==> src/rtl/adder_pkg.sv <==
// Shared constants for the registered ripple-carry adder.
package adder_pkg;
    localparam int DEFAULT_WIDTH = 4;
endpackage

==> src/rtl/full_adder.sv <==
// One combinational full-adder cell of the ripple chain.
module full_adder (
    input  logic a,
    input  logic b,
    input  logic ci,
    output logic s,
    output logic co
);
    assign s  = a ^ b ^ ci;
    assign co = (a & b) | (a & ci) | (b & ci);
endmodule

==> src/rtl/ripple_adder_4bit.sv <==
// Registered ripple-carry adder: {cout, sum} = a + b + cin, one cycle latency.
// Define RIPPLE_ADDER_OVF_EN to add the registered signed-overflow output ovf.
module ripple_adder_4bit
    import adder_pkg::*;
#(
    parameter int WIDTH = DEFAULT_WIDTH
) (
    input  logic             clk,
    input  logic             rst_n,
    input  logic             in_valid,
    input  logic [WIDTH-1:0] a,
    input  logic [WIDTH-1:0] b,
    input  logic             cin,
    output logic [WIDTH-1:0] sum,
    output logic             cout,
    output logic             out_valid
`ifdef RIPPLE_ADDER_OVF_EN
    ,
    output logic             ovf
`endif
);
    logic [WIDTH:0]   c;
    logic [WIDTH-1:0] s;

    assign c[0] = cin;

    // Carry is wired cell to cell; no lookahead.
    for (genvar i = 0; i < WIDTH; i++) begin : g_cell
        full_adder u_fa (
            .a  (a[i]),
            .b  (b[i]),
            .ci (c[i]),
            .s  (s[i]),
            .co (c[i+1])
        );
    end

    // Registers only load on in_valid, so X on idle inputs never reaches the outputs.
    always_ff @(posedge clk or negedge rst_n) begin
        if (!rst_n) begin
            sum  <= '0;
            cout <= 1'b0;
        end else if (in_valid) begin
            sum  <= s;
            cout <= c[WIDTH];
        end
    end

    always_ff @(posedge clk or negedge rst_n) begin
        if (!rst_n) out_valid <= 1'b0;
        else        out_valid <= in_valid;
    end

`ifdef RIPPLE_ADDER_OVF_EN
    always_ff @(posedge clk or negedge rst_n) begin
        if (!rst_n)        ovf <= 1'b0;
        else if (in_valid) ovf <= c[WIDTH] ^ c[WIDTH-1];
    end
`endif
endmodule

==> config.mk <==
export PLATFORM = sky130hd
export DESIGN_NAME = ripple_adder_4bit
export DESIGN_NICKNAME = d
export VERILOG_FILES = /design/src/rtl/adder_pkg.sv /design/src/rtl/full_adder.sv /design/src/rtl/ripple_adder_4bit.sv
export SDC_FILE = /design/constraint.sdc
export NUM_CORES = 1
export LEC_CHECK = 0
export ABC_AREA = 1
export BUFFER_PORTS_ARGS = -buffer_cell sky130_fd_sc_hd__buf_2
export CAP_MARGIN = 30
export CORE_AREA = 2 2 39 41
export CTS_CLUSTER_SIZE = 10
export DETAILED_ROUTE_END_ITERATION = 6
export DIE_AREA = 0 0 41 43
export GPL_TIMING_DRIVEN = 0
export PLACE_DENSITY = 0.46
export REMOVE_ABC_BUFFERS = 1
export SYNTH_ARGS = -nofsm -noshare
export SYNTH_HDL_FRONTEND = slang
export SYNTH_SLANG_ARGS = --single-unit
export TNS_END_PERCENT = 10
==> constraint.sdc <==
create_clock -name clk -period 1.44 [get_ports clk]
set_input_delay 0.432 -clock clk [delete_from_list [all_inputs] [get_ports clk]]
set_output_delay 0.432 -clock clk [all_outputs]
set_load 0.05 [all_outputs]
# ---- After elaboration in Yosys (flattened, before gate mapping)
# Cells that the tools add are included.
dict set report classes {
  n_addsub 0
  mul 0
  div_mod_pow 0
  n_lt_le_gt_ge 0
  eq_ne 0
  n_shift 0
  n_mux 0
  n_bitwise 28
  n_reduce_logical 0
}
# op n
set ops {}
lappend ops {{$and 1x1->1} 12}
lappend ops {{$or 1x1->1} 8}
lappend ops {{$xor 1x1->1} 8}
dict set report totals {
  regBits 6
  latchBits 0
  ramBits 0
  mem_bits_ro 0
  out_inout_bits 6
  wordCells 31
  mem_count 0
}

# ---- Logic depth before layout (Yosys ltp)
# Gate-level depths: netlist of run 1.
dict set report logic_depth {
  word_depth 12
  depth_mapped 10
  ltp_nobuf 10
}

# ---- Hierarchy
# From an unflattened synthesis of run 1, not the netlist that was laid out.
dict set report unflattened {
  hier_cells 26
  hier_area_um2 290.3
}
# module n_inst cells_per_inst area_per_inst_um2 seq_area_each_um2
set modules_own_cells {}
lappend modules_own_cells {ripple_adder_4bit 1 22 210.2 150.1}
lappend modules_own_cells {full_adder 4 1 20.0 0.0}

# ---- Worst setup path after synthesis of run 1
# Ideal clock, no wire load.
dict set report synth_timing {
  path_kind {input-to-reg}
  from {input a[0]}
  to {register sum[3]}
  t_arrival_ns 2.014
  slack_ns -0.639
  stages 10
  cell_sequence {inv_1 -> fa_1 -> inv_1 -> fa_1 -> fa_1 -> inv_1 -> fa_1 -> inv_1 -> nand2_1 -> nand2_1}
}
dict set report synth_via {
  elab_chain_len 10
  elab_cells_between_ends 13
  cone_classes {13 x bitwise}
}
# item line
set synth_lines {}
lappend synth_lines {{start: declaration} ripple_adder_4bit.sv:11} ;# input logic [WIDTH-1:0] a,
lappend synth_lines {{$and 1x1->1} full_adder.sv:10} ;# assign co = (a & b) | (a & ci) | (b & ci);
lappend synth_lines {{$or 1x1->1 (*) (2 in series)} full_adder.sv:10}
lappend synth_lines {{$and 1x1->1} full_adder.sv:10}
lappend synth_lines {{$or 1x1->1} full_adder.sv:10}
lappend synth_lines {{$or 1x1->1 (*)} full_adder.sv:10}
lappend synth_lines {{$and 1x1->1} full_adder.sv:10}
lappend synth_lines {{$or 1x1->1} full_adder.sv:10}
lappend synth_lines {{$or 1x1->1 (*)} full_adder.sv:10}
lappend synth_lines {{$xor 1x1->1 (*)} full_adder.sv:9} ;# assign s = a ^ b ^ ci;
lappend synth_lines {{end signal: assignment} ripple_adder_4bit.sv:44} ;# sum <= s;
lappend synth_lines {{end: declaration} ripple_adder_4bit.sv:14} ;# output logic [WIDTH-1:0] sum,
# Every way passes the cells marked *; elsewhere a longest branch is shown, timed or not.
# A chain may end at the register's enable or synchronous reset.

# ---- Worst setup path after layout of run 1
# Ends and elaborated chain as after synthesis.

==> Flow_metrics.wiki, run 1 <==
{| class="wikitable"
! Metric !! Value
|-
| Growth of design area from synthesis to finish || 40.5%
|-
| Average via count per standard cell || 3.65
|-
| Crit path time final || 1.92 ns
|-
| Filler-free cell count of the finished design || 72
|-
| Count of unresolved DRC violations after routing || 0
|-
| Synthesized area divided by synthesized cell count || 9.11 µm²
|-
| Sinks on the clock net || 6
|-
| Post-route met1 wirelength || 250 µm
|-
| Share of synthesized area occupied by flip-flops and latches || 0.458
|-
| Setup slack of the worst register-to-register path || 0.85 ns
|-
| Port Buffer Count || 17
|-
| Number of primary I/O pins || 18
|-
| DP Cell Count || 69
|-
| Critical path arrival || 2.05 ns
|-
| Clock transition at the registers of the reported paths || 0.04 ns
|-
| Standard cell with the maximum stage delay on the critical path || fa_1
|-
| CTS tree || built
|-
| Net total in the final layout || 74
|-
| Flip-flop and latch count after synthesis || 6
|-
| Area of combinational cells with multiple inputs || 141 µm²
|-
| Type of the tightest min-delay check || in2async
|-
| Area share of the largest cell type after synthesis || 0.458
|-
| Antenna diode instance count || 0
|-
| Cells traversed along the worst timing path || buf_2 -> inv_2 -> fa_1 -> inv_1 -> fa_2 -> fa_2 -> inv_2 -> fa_1 -> inv_1 -> nand2_1 -> nand2_1
|-
| Wire length of the first global-routing pass || 1000 µm
|-
| Worst rel slew slack || 0.832
|-
| Clock Tree Root || clkbuf_4
|-
| Number of global-route vias before repair || 249
|-
| Setup repair after global routing missed its margin || true
|-
| Data required time of the worst path || 1.57 ns
|-
| Buffer depth of the longest clock path || 2
|-
| Worst path top cell family by delay || adder cells
|-
| Filler cell count || 159
|-
| Fraction of final layout cells with drive strength greater than 1 || 0.464
|-
| Number of nets with antenna violations after detailed routing || 0
|-
| Outcome || complete, but fails checks
|-
| Maximum level of the CTS H-tree || 1
|-
| Maximum number of pins on one net before global-route repair || 8
|-
| Total met3 wirelength after detailed routing || 64 µm
|-
| Avg WL per Cell || 7.36 µm
|-
| Top cells by area in the synthesized netlist || dfrtp_1, fa_1, nand2_1
|-
| Accumulated negative setup slack || -0.989 ns
|-
| Width of the chip || 41 µm
|-
| FF-to-FF path depth || 2
|-
| Initial Utilization || 0.237
|-
| Highest clock frequency the design can meet || 522 MHz
|-
| Core Area || 1380 µm²
|-
| Type of element capturing the critical path || register
|-
| Synth cell types || 5
|-
| Worst-margin pin slew || 0.253 ns
|-
| Max-slew violation count || 0
|-
| CP Buf/Inv Count || 5
|-
| Global-route congestion overflow total || 0
|-
| Number of buffers added by the clock tree synthesis step || 3
|-
| Top cell type by total area after synthesis || dfrtp_1
|-
| Final period utilization || 1.33
|-
| Number of antenna violations at the first check in global routing || 0
|-
| Seq. cell area || 150 µm²
|-
| Post-CTS Hold Buffers || 0
|-
| Number of setup buffers added after CTS || 0
|-
| Startpoint of the worst register-to-register path || cout$_DFFE_PN0P_
|-
| Netlist Area Pre-Place || 328 µm²
|-
| Count of max-cap constraint violations || 0
|-
| Floorplan die area || 1760 µm²
|-
| Clock tree skew after final layout || 0 ns
|-
| Number of DRC markers after the initial detailed-route iteration || 3
|-
| Gate count after technology mapping || 36
|-
| Tot GR Track Use || 0.0882
|-
| Category of the worst setup path launch point || primary input
|-
| Final wirelength || 530 µm
|-
| Cell row count || 14
|-
| Max FO, Critical Path || 1
|-
| Max rail drop VDD || 0.349 mV
|-
| Largest stage delay on the critical path || 0.46 ns
|-
| Violated checks || setup timing
|-
| CP Class || in2reg
|-
| Number of synthesis warnings || 0
|-
| Wire length on met2 || 215 µm
|-
| Final Worst Setup Slack || -0.477 ns
|-
| RePlAce Congestion || 0.591
|-
| End of the worst register-to-register path || cout$_DFFE_PN0P_
|-
| Leak pwr || 0.280 nW
|-
| Total iterations of the first detailed-routing run || 3
|-
| PwrDens || 1170 nW/µm²
|-
| Hold Violations, Final || 0
|-
| Top sig layer || met3
|-
| Clk_lat worst skew || 0.24 ns
|-
| Setup-failing EPs final || 3
|-
| Vias post-DR || 263
|-
| Vertical die dimension || 43 µm
|}
## final cells by class
type,instances,share of cell area
flip-flops and latches,6,0.326
well taps,16,0.0435
inverters,11,0.0897
repair buffers,17,0.185
multi-input cells,19,0.307
clock buffers,3,0.0489
## metal layers
metal | vias up | GRT usage
met3 | 0 | 0.0314
met2 | 12 | 0.103
met1 | 112 | 0.120
met5 | - | 0
li1 | 139 | -
met4 | 0 | 0.0800
## how the worst max path moves through the flow
stage / slack (ns) / end / from / cells past startpoint
after detailed placement: -0.82 / sum[3]$_DFFE_PN0P_ / a[0] / 11
after global routing: -0.57 / sum[3]$_DFFE_PN0P_ / a[0] / 11
after CTS: -0.50 / sum[3]$_DFFE_PN0P_ / b[0] / 11
after global placement: -0.83 / sum[3]$_DFFE_PN0P_ / a[0] / 11
final: -0.48 / sum[3]$_DFFE_PN0P_ / a[0] / 11
after floorplan: -0.64 / sum[3]$_DFFE_PN0P_ / a[0] / 10
## cells in the final DEF, fill, tap and decap left out, drive strengths merged
master / netlist / final
buf: 0 / 17
clkbuf: 0 / 3
dfrtp: 6 / 6
inv: 11 / 11
nand2: 15 / 15
fa: 4 / 4
## state kept, by name (all words and copies together) (netlist names)
signal	flops
sum	4
cout	1
out_valid	1
## kinds of logic after synthesis
family	synth area share
adders and majority gates	0.244
buffers and inverters	0.126
and+or+nand+nor	0.172
DFF	0.458
## what timing repair did
action | 4_1_cts | 5_1_grt
pin swaps | 1 | 2
gates resized for setup | 4 | 1
setup endpoints to repair | 3 | 4
## report_power, final
| part | switching, mW | internal, mW |
|---|---|---|
| Sequential | 0.00978 | 0.193 |
| Combinational | 0.138 | 0.0518 |
| Clock | 0.0539 | 0.0938 |
## synthesized netlist by cell type (all sizes together)
master / n
inv: 11
nand2: 15
fa: 4
dfrtp: 6
## worst reg2reg max path: stages, from the launching register on
cell	delay, ns
dfrtp_1	0.37
nand2_1	0.07
nand2_1	0.05
## through the flow
stage | hold WS, ns | power, mW | util | area (µm²) | worst slack [ns]
after floorplan | 0.136 | 0.340 | - | 328 | -0.639
after global placement | 0.261 | 0.395 | 0.313 | 433 | -0.825
after detailed placement | 0.258 | 0.395 | 0.313 | 433 | -0.822
after CTS | 0.000455 | 0.551 | 0.333 | 460 | -0.500
after global routing | 0.00722 | 0.583 | 0.333 | 460 | -0.571
final | 0.00691 | 0.541 | 0.333 | 460 | -0.477
No activity file was read; power rests on OpenSTA's default activity.
==> run 2: changes to the inputs <==
- CELL_PAD_IN_SITES_DETAIL_PLACEMENT: unset -> 2
- CELL_PAD_IN_SITES_GLOBAL_PLACEMENT: unset -> 2
- CORE_AREA: 2 2 39 41 -> unset
- CORE_MARGIN: unset -> 1
- CORE_UTILIZATION: unset -> 23
- DIE_AREA: 0 0 41 43 -> unset
- PLACE_DENSITY: 0.46 -> 0.73
==> run 2 against run 1 <==
  * The run still ends with setup timing left
  * Highest routed layer unchanged
  * Sequential share of layout area down 1.7 points
  * Core utilization up 3.6 points
  * Worst setup slack worse by 0.019 ns
  * Critical path depth unchanged
  * Wire length up 43%
  * Final area up 5.4%
  * Clock power about the same
  * Hold slack better by 0.0011 ns
  * Non-clock buffer count unchanged
  * Die area down 10%
  * Clock skew unchanged
==> Flow_metrics.wiki, run 2 (same netlist as run 1, synthesis figures left out) <==
{| class="wikitable"
! Metric !! Value
|-
| Clock tree skew after final layout || 0 ns (unchanged)
|-
| Average via count per standard cell || 4.00 (+9.5%)
|-
| Number of buffers added by the clock tree synthesis step || 3 (unchanged)
|-
| Net total in the final layout || 74 (unchanged)
|-
| Worst setup slack before clock tree synthesis || -0.865 ns (-0.0429 ns)
|-
| Worst rel slew slack || 0.834 (+0.00204)
|-
| Post-DP HPWL || 606 µm
|-
| Startpoint of the worst register-to-register path || sum[2]$_DFFE_PN0P_
|-
| Maximum number of pins on one net before global-route repair || 8 (unchanged)
|-
| Wire length of the first global-routing pass || 1150 µm (+15%)
|-
| Avg WL per Cell || 10.7 µm (+45%)
|-
| Final wirelength || 757 µm (+43%)
|-
| Leading cell types in the layout, fill and taps excluded || nand2_1, buf_2, dfrtp_1
|-
| Number of flip-flops under the largest register name || 4 (unchanged)
|-
| Worst-case hold slack || 0.00798 ns (+0.00107 ns)
|-
| Initial Utilization || 0.249 (+0.0119)
|-
| Power share of the clock group || 0.270 (-0.003)
|-
| Category of the worst setup path launch point || primary input
|-
| Max rail drop VDD || 0.277 mV (-21%)
|-
| Vertical die dimension || 39.8 µm (-7.6%)
|-
| Setup repair after global routing missed its margin || true
|-
| Setup-failing EPs final || 3 (unchanged)
|-
| End point of the critical path || sum[3]$_DFFE_PN0P_
|-
| Register share of total power || 0.366 (-0.010)
|-
| Growth of design area from synthesis to finish || 48.1%
|-
| Cell row count || 13 (-1)
|-
| Final Worst Setup Slack || -0.496 ns (-0.0193 ns)
|-
| Most common cell after layout, fill and taps aside || nand2_1
|-
| Max FO, Critical Path || 1 (unchanged)
|-
| Crit path time final || 1.94 ns (+0.0193 ns)
|-
| Maximum level of the CTS H-tree || 1 (unchanged)
|-
| Core Area || 1320 µm² (-4.8%)
|-
| Total power consumption of the routed design || 0.561 mW (+3.7%)
|-
| CTS tree || built
|-
| Standard cell with the maximum stage delay on the critical path || fa_1
|-
| Final std cell area, no fill || 485 µm² (+5.4%)
|-
| Global-route congestion overflow total || 0 (unchanged)
|-
| Final period utilization || 1.34 (+0.0134)
|-
| Violated checks || setup timing
|-
| Critical path arrival || 2.11 ns (+0.06 ns)
|-
| Instance area after placement || 432 µm² (-0.29%)
|-
| Vias post-DR || 284 (+8.0%)
|-
| Post-CTS Hold Buffers || 0 (unchanged)
|-
| Outcome || complete, but fails checks
|-
| FF-to-FF path depth || 2 (unchanged)
|-
| Count of max-cap constraint violations || 0 (unchanged)
|-
| Sinks on the clock net || 6 (unchanged)
|-
| Port Buffer Count || 17 (unchanged)
|-
| RePlAce Congestion || 0.599 (+1.4%)
|-
| Antenna diode instance count || 0 (unchanged)
|-
| Total iterations of the first detailed-routing run || 1 (-2)
|-
| Max-slew violation count || 0 (unchanged)
|-
| Width of the chip || 39.8 µm (-3.0%)
|-
| Largest stage delay on the critical path || 0.41 ns (-0.05 ns)
|-
| Tot GR Track Use || 0.117 (+0.0291)
|-
| Floorplan die area || 1580 µm² (-10%)
|-
| Accumulated negative setup slack || -0.911 ns (+0.0785 ns)
|-
| Setup slack of the worst register-to-register path || 0.81 ns (-0.04 ns)
|-
| Buffer depth of the longest clock path || 2 (unchanged)
|-
| Leak pwr || 0.284 nW (+1.4%)
|-
| Highest clock frequency the design can meet || 516 MHz (-1.0%)
|-
| Internal power component || 0.347 mW (+2.3%)
|-
| Share of total power consumed by net switching || 0.381 (+0.00808)
|-
| Fraction of final layout cells with drive strength greater than 1 || 0.518 (+0.0536)
|-
| Type of element capturing the critical path || register
|-
| PwrDens || 1150 nW/µm² (-1.7%)
|-
| Number of nets with antenna violations after detailed routing || 0 (unchanged)
|-
| Largest register by flop count || sum
|-
| Combinational group share of total power || 0.364 (+0.013)
|-
| Registers with the most flip-flops || sum: 4 flops, cout: 1 flops, out_valid: 1 flops
|-
| CP Class || in2reg
|-
| Hold Violations, Final || 0 (unchanged)
|-
| Cells traversed along the worst timing path || buf_6 -> inv_4 -> fa_2 -> inv_2 -> fa_2 -> fa_2 -> inv_2 -> fa_1 -> inv_1 -> nand2_1 -> nand2_1
|-
| Net Switching || 0.214 mW (+5.9%)
|-
| Start point of the critical path || a[0]
|-
| Worst-margin pin slew || 0.250 ns (-0.00308 ns)
|-
| Number of antenna violations at the first check in global routing || 0 (unchanged)
|-
| Number of DRC markers after the initial detailed-route iteration || 0 (-3)
|-
| Number of global-route vias before repair || 300 (+20%)
|-
| Count of unresolved DRC violations after routing || 0 (unchanged)
|-
| Type of the tightest min-delay check || in2async
|-
| Cell type with the highest occurrence count on the critical path || fa_2
|-
| Clock transition at the registers of the reported paths || 0.04 ns (about the same)
|-
| Clock Tree Root || clkbuf_4
|-
| Data required time of the worst path || 1.62 ns (+0.05 ns)
|-
| End of the worst register-to-register path || sum[2]$_DFFE_PN0P_
|-
| Number of primary I/O pins || 18 (unchanged)
|-
| Clk_lat worst skew || 0.24 ns (about the same)
|}
[run 2: changes by cell type in the layout (fill, tap and decap cells not counted)]
cell,change
buf_2,-3
buf_6,+3
inv_1,-2
inv_4,+2
fa_1,-1
fa_2,+1
[run 2: layout make-up]
cell class              count  area [µm²]
clock buffers               3        22.5
well taps                  15        18.8
flip-flops and latches      6         150
repair buffers             17         104
multi-input cells          19         144
inverters                  11        46.3
fillers                   158         832
[run 2: how the worst min path moves through the flow]
stage / from / to / slack (ns) / cells past startpoint
after global routing: rst_n / sum[1]$_DFFE_PN0P_ / 0.006 / 1
after floorplan: rst_n / cout$_DFFE_PN0P_ / 0.14 / 0
after global placement: rst_n / sum[0]$_DFFE_PN0P_ / 0.26 / 1
final: rst_n / sum[1]$_DFFE_PN0P_ / 0.008 / 1
after detailed placement: rst_n / sum[0]$_DFFE_PN0P_ / 0.27 / 1
after CTS: rst_n / sum[0]$_DFFE_PN0P_ / 0.004 / 1
[run 2: timing repair]
item                                    CTS  global route
setup buffers                             0             0
pin swaps                                 2             2
endpoints found under the setup margin    4             4
resized for setup                         3            10
[run 2: critical path, delay by kind of cell]
kind,cells,cell delay [ns]
adders and majority gates,4,1.27
and+or+nand+nor,2,0.11
buffers and inverters,5,0.31
[run 2: metal layers]
layer	GRT usage	routed length [µm]	part of all wire
met5	0	0	0
met2	0.217	444	0.59
met1	0.108	278	0.37
met4	0.129	0	0
met3	0	35	0.046
[run 2: metrics by stage]
stage | util | cells
final | 0.368 | 71
after global routing | 0.368 | 71
after CTS | 0.349 | 71
after detailed placement | 0.328 | 68
after global placement | 0.328 | 68
after floorplan | - | 36
[run 2: power by group through the flow]
stage               Clock (mW)  Combinational, mW  Sequential [mW]
global placement             0              0.189            0.206
CTS                      0.161              0.201            0.206
detailed placement           0              0.195            0.207
finish                   0.151              0.204            0.205
global route             0.162              0.224            0.208
floorplan                    0             0.0463            0.294
==> run 3: changes to the inputs <==
- GPL_TIMING_DRIVEN: 0 -> 1
- SKIP_LAST_GASP: unset -> 1
==> run 3 against run 2 <==
  * The run still ends with setup timing left
  * Sequential power about the same
  * Final area decreased by 4.9%
  * Hold slack got worse by 0.00064 ns
  * Critical endpoint unchanged
  * Register-to-register slack improved by 0.02 ns
  * Core utilization decreased by 1.8 points
  * Critical path depth unchanged
  * Sequential share of layout area increased by 1.6 points
  * Clock power about the same
  * Die area unchanged
  * Wire length decreased by 11%
  * Clock-buffer cell count unchanged
==> Flow_metrics.wiki, run 3 (same netlist as run 1, synthesis figures left out) <==
{| class="wikitable"
! Metric !! Value
|-
| Max rail drop VDD || 0.270 mV (-2.7%)
|-
| Worst-margin pin slew || 0.248 ns (-0.00205 ns)
|-
| PwrDens || 1190 nW/µm² (+2.7%)
|-
| Cell row count || 13 (unchanged)
|-
| Wire length of the first global-routing pass || 979 µm (-15%)
|-
| Max FO, Critical Path || 1 (unchanged)
|-
| Worst rel slew slack || 0.836 (+0.00136)
|-
| Total power consumption of the routed design || 0.548 mW (-2.3%)
|-
| Number of buffers added by the clock tree synthesis step || 3 (unchanged)
|-
| Highest clock frequency the design can meet || 513 MHz (-0.60%)
|-
| Count of unresolved DRC violations after routing || 0 (unchanged)
|-
| Post-DP HPWL || 612 µm (+0.97%)
|-
| Tot GR Track Use || 0.0983 (-0.0190)
|-
| Critical path arrival || 2.12 ns (about the same)
|-
| CP Class || in2reg
|-
| Number of setup buffers added after CTS || 0 (unchanged)
|-
| CTS tree || built
|-
| Growth of design area from synthesis to finish || 40.8%
|-
| Seq. cell area || 150 µm² (unchanged)
|-
| Area of combinational cells with multiple inputs || 144 µm² (unchanged)
|-
| Clk_lat worst skew || 0.24 ns (about the same)
|-
| Crit path time final || 1.95 ns (+0.0116 ns)
|-
| Maximum level of the CTS H-tree || 1 (unchanged)
|-
| FF-to-FF path depth || 2 (unchanged)
|-
| Startpoint of the worst register-to-register path || sum[1]$_DFFE_PN0P_
|-
| Maximum number of pins on one net before global-route repair || 8 (unchanged)
|-
| Instance area after placement || 432 µm² (unchanged)
|-
| Category of the worst setup path launch point || primary input
|-
| Clock transition at the registers of the reported paths || 0.04 ns (about the same)
|-
| Number of global-route vias before repair || 273 (-9.0%)
|-
| Sinks on the clock net || 6 (unchanged)
|-
| Clock tree skew after final layout || 0 ns (unchanged)
|-
| Total iterations of the first detailed-routing run || 1 (unchanged)
|-
| Setup-failing EPs final || 3 (unchanged)
|-
| End of the worst register-to-register path || sum[1]$_DFFE_PN0P_
|-
| Hold Violations, Final || 0 (unchanged)
|-
| Final wirelength || 674 µm (-11%)
|-
| Average via count per standard cell || 4.15 (+3.9%)
|-
| Count of max-cap constraint violations || 0 (unchanged)
|-
| Number of antenna violations at the first check in global routing || 0 (unchanged)
|-
| Fraction of final layout cells with drive strength greater than 1 || 0.464 (-0.0536)
|-
| Global-route congestion overflow total || 0 (unchanged)
|-
| Final std cell area, no fill || 462 µm² (-4.9%)
|-
| DP Cell Count || 68 (unchanged)
|-
| Filler cell count || 162 (+2.5%)
|-
| Core utilization of the finished layout || 0.350 (-0.0180)
|-
| Type of the tightest min-delay check || in2async
|-
| Floorplan die area || 1580 µm² (unchanged)
|-
| Data required time of the worst path || 1.61 ns (about the same)
|-
| Leading cell types in the layout, fill and taps excluded || buf_2, nand2_1, inv_1
|-
| Port Buffer Count || 17 (unchanged)
|-
| Number of nets with antenna violations after detailed routing || 0 (unchanged)
|-
| Vias post-DR || 295 (+3.9%)
|-
| Clock Tree Root || clkbuf_4
|-
| Leak pwr || 0.281 nW (-1.2%)
|-
| Final period utilization || 1.35 (+0.00806)
|-
| Number of DRC markers after the initial detailed-route iteration || 0 (unchanged)
|-
| Registers with the most flip-flops || sum: 4 flops, cout: 1 flops, out_valid: 1 flops
|-
| Combinational group share of total power || 0.354 (-0.010)
|-
| Filler-free cell count of the finished design || 71 (unchanged)
|-
| Vertical die dimension || 39.8 µm (unchanged)
|-
| Avg WL per Cell || 9.49 µm (-11%)
|-
| Buffer depth of the longest clock path || 2 (unchanged)
|-
| Initial Utilization || 0.249 (unchanged)
|-
| Net total in the final layout || 74 (unchanged)
|-
| Width of the chip || 39.8 µm (unchanged)
|-
| Net Switching || 0.208 mW (-2.9%)
|-
| Setup repair after global routing missed its margin || true
|-
| Most common cell after layout, fill and taps aside || buf_2
|-
| Largest register by flop count || sum
|-
| Violated checks || setup timing
|-
| Share of total power consumed by net switching || 0.379 (-0.00199)
|-
| Setup slack of the worst register-to-register path || 0.83 ns (+0.02 ns)
|-
| Outcome || complete, but fails checks
|-
| Number of primary I/O pins || 18 (unchanged)
|-
| Antenna diode instance count || 0 (unchanged)
|-
| Max-slew violation count || 0 (unchanged)
|-
| Accumulated negative setup slack || -0.985 ns (-0.0743 ns)
|-
| Type of element capturing the critical path || register
|-
| Final Worst Setup Slack || -0.508 ns (-0.0116 ns)
|-
| Worst setup slack before clock tree synthesis || -0.873 ns (-0.00820 ns)
|-
| RePlAce Congestion || 0.601 (+0.20%)
|-
| Internal power component || 0.340 mW (-2.0%)
|-
| Power share of the clock group || 0.272 (+0.002)
|-
| Register share of total power || 0.374 (+0.008)
|-
| Worst-case hold slack || 0.00734 ns (-0.000637 ns)
|-
| Number of flip-flops under the largest register name || 4 (unchanged)
|-
| Core Area || 1320 µm² (unchanged)
|}
## run 3: changes by cell type in the layout (fill, tap and decap cells not counted)
cell   before  now
inv_2       4    3
buf_2      14   17
inv_1       5    8
buf_6       3    0
inv_4       2    0
## run 3: routing by layer
metal,part of all wire,track usage,vias to the layer above,wire length [µm]
met2,0.59,0.189,13,396
met5,0,0,-,0
met3,0.049,0.0170,0,33
met1,0.36,0.0868,145,243
met4,0,0.0776,0,0
li1,-,-,137,-
## run 3: power groups by stage
stage | Combinational (mW) | Clock, mW | Sequential (mW)
after floorplan | 0.0463 | 0 | 0.294
after global placement | 0.188 | 0 | 0.206
final | 0.194 | 0.149 | 0.205
after detailed placement | 0.195 | 0 | 0.208
after global routing | 0.216 | 0.160 | 0.208
after CTS | 0.197 | 0.156 | 0.206
## run 3: how the worst max path moves through the flow
| stage | start | end | slack (ns) | cells past startpoint |
|---|---|---|---|---|
| after floorplan | a[0] | sum[3]$_DFFE_PN0P_ | -0.64 | 10 |
| after global placement | a[0] | sum[3]$_DFFE_PN0P_ | -0.81 | 11 |
| after detailed placement | a[0] | sum[3]$_DFFE_PN0P_ | -0.87 | 11 |
| after CTS | a[0] | sum[3]$_DFFE_PN0P_ | -0.53 | 11 |
| after global routing | cin | sum[3]$_DFFE_PN0P_ | -0.59 | 11 |
| final | a[0] | sum[3]$_DFFE_PN0P_ | -0.51 | 11 |
## run 3: repair_timing
action,CTS,global route
hold buffers,0,0
gates cloned,0,0
setup endpoints to repair,4,4
endpoints found under the hold margin,0,0
resized for setup,2,3
## run 3: worst max-delay path, stage by stage
cell and delay, ns:
buf_2 0.10, inv_2 0.05, fa_2 0.18, inv_1 0.05
fa_2 0.33, fa_2 0.33, inv_1 0.07, fa_1 0.40
inv_1 0.06, nand2_1 0.04, nand2_1 0.06
## run 3: layout make-up
class / count / area share
Inverter: 11 / 0.0894
Tap cell: 15 / 0.0407
Multi-Input combinational cell: 19 / 0.312
Clock buffer: 3 / 0.0488
Sequential cell: 6 / 0.325
Timing Repair Buffer: 17 / 0.184
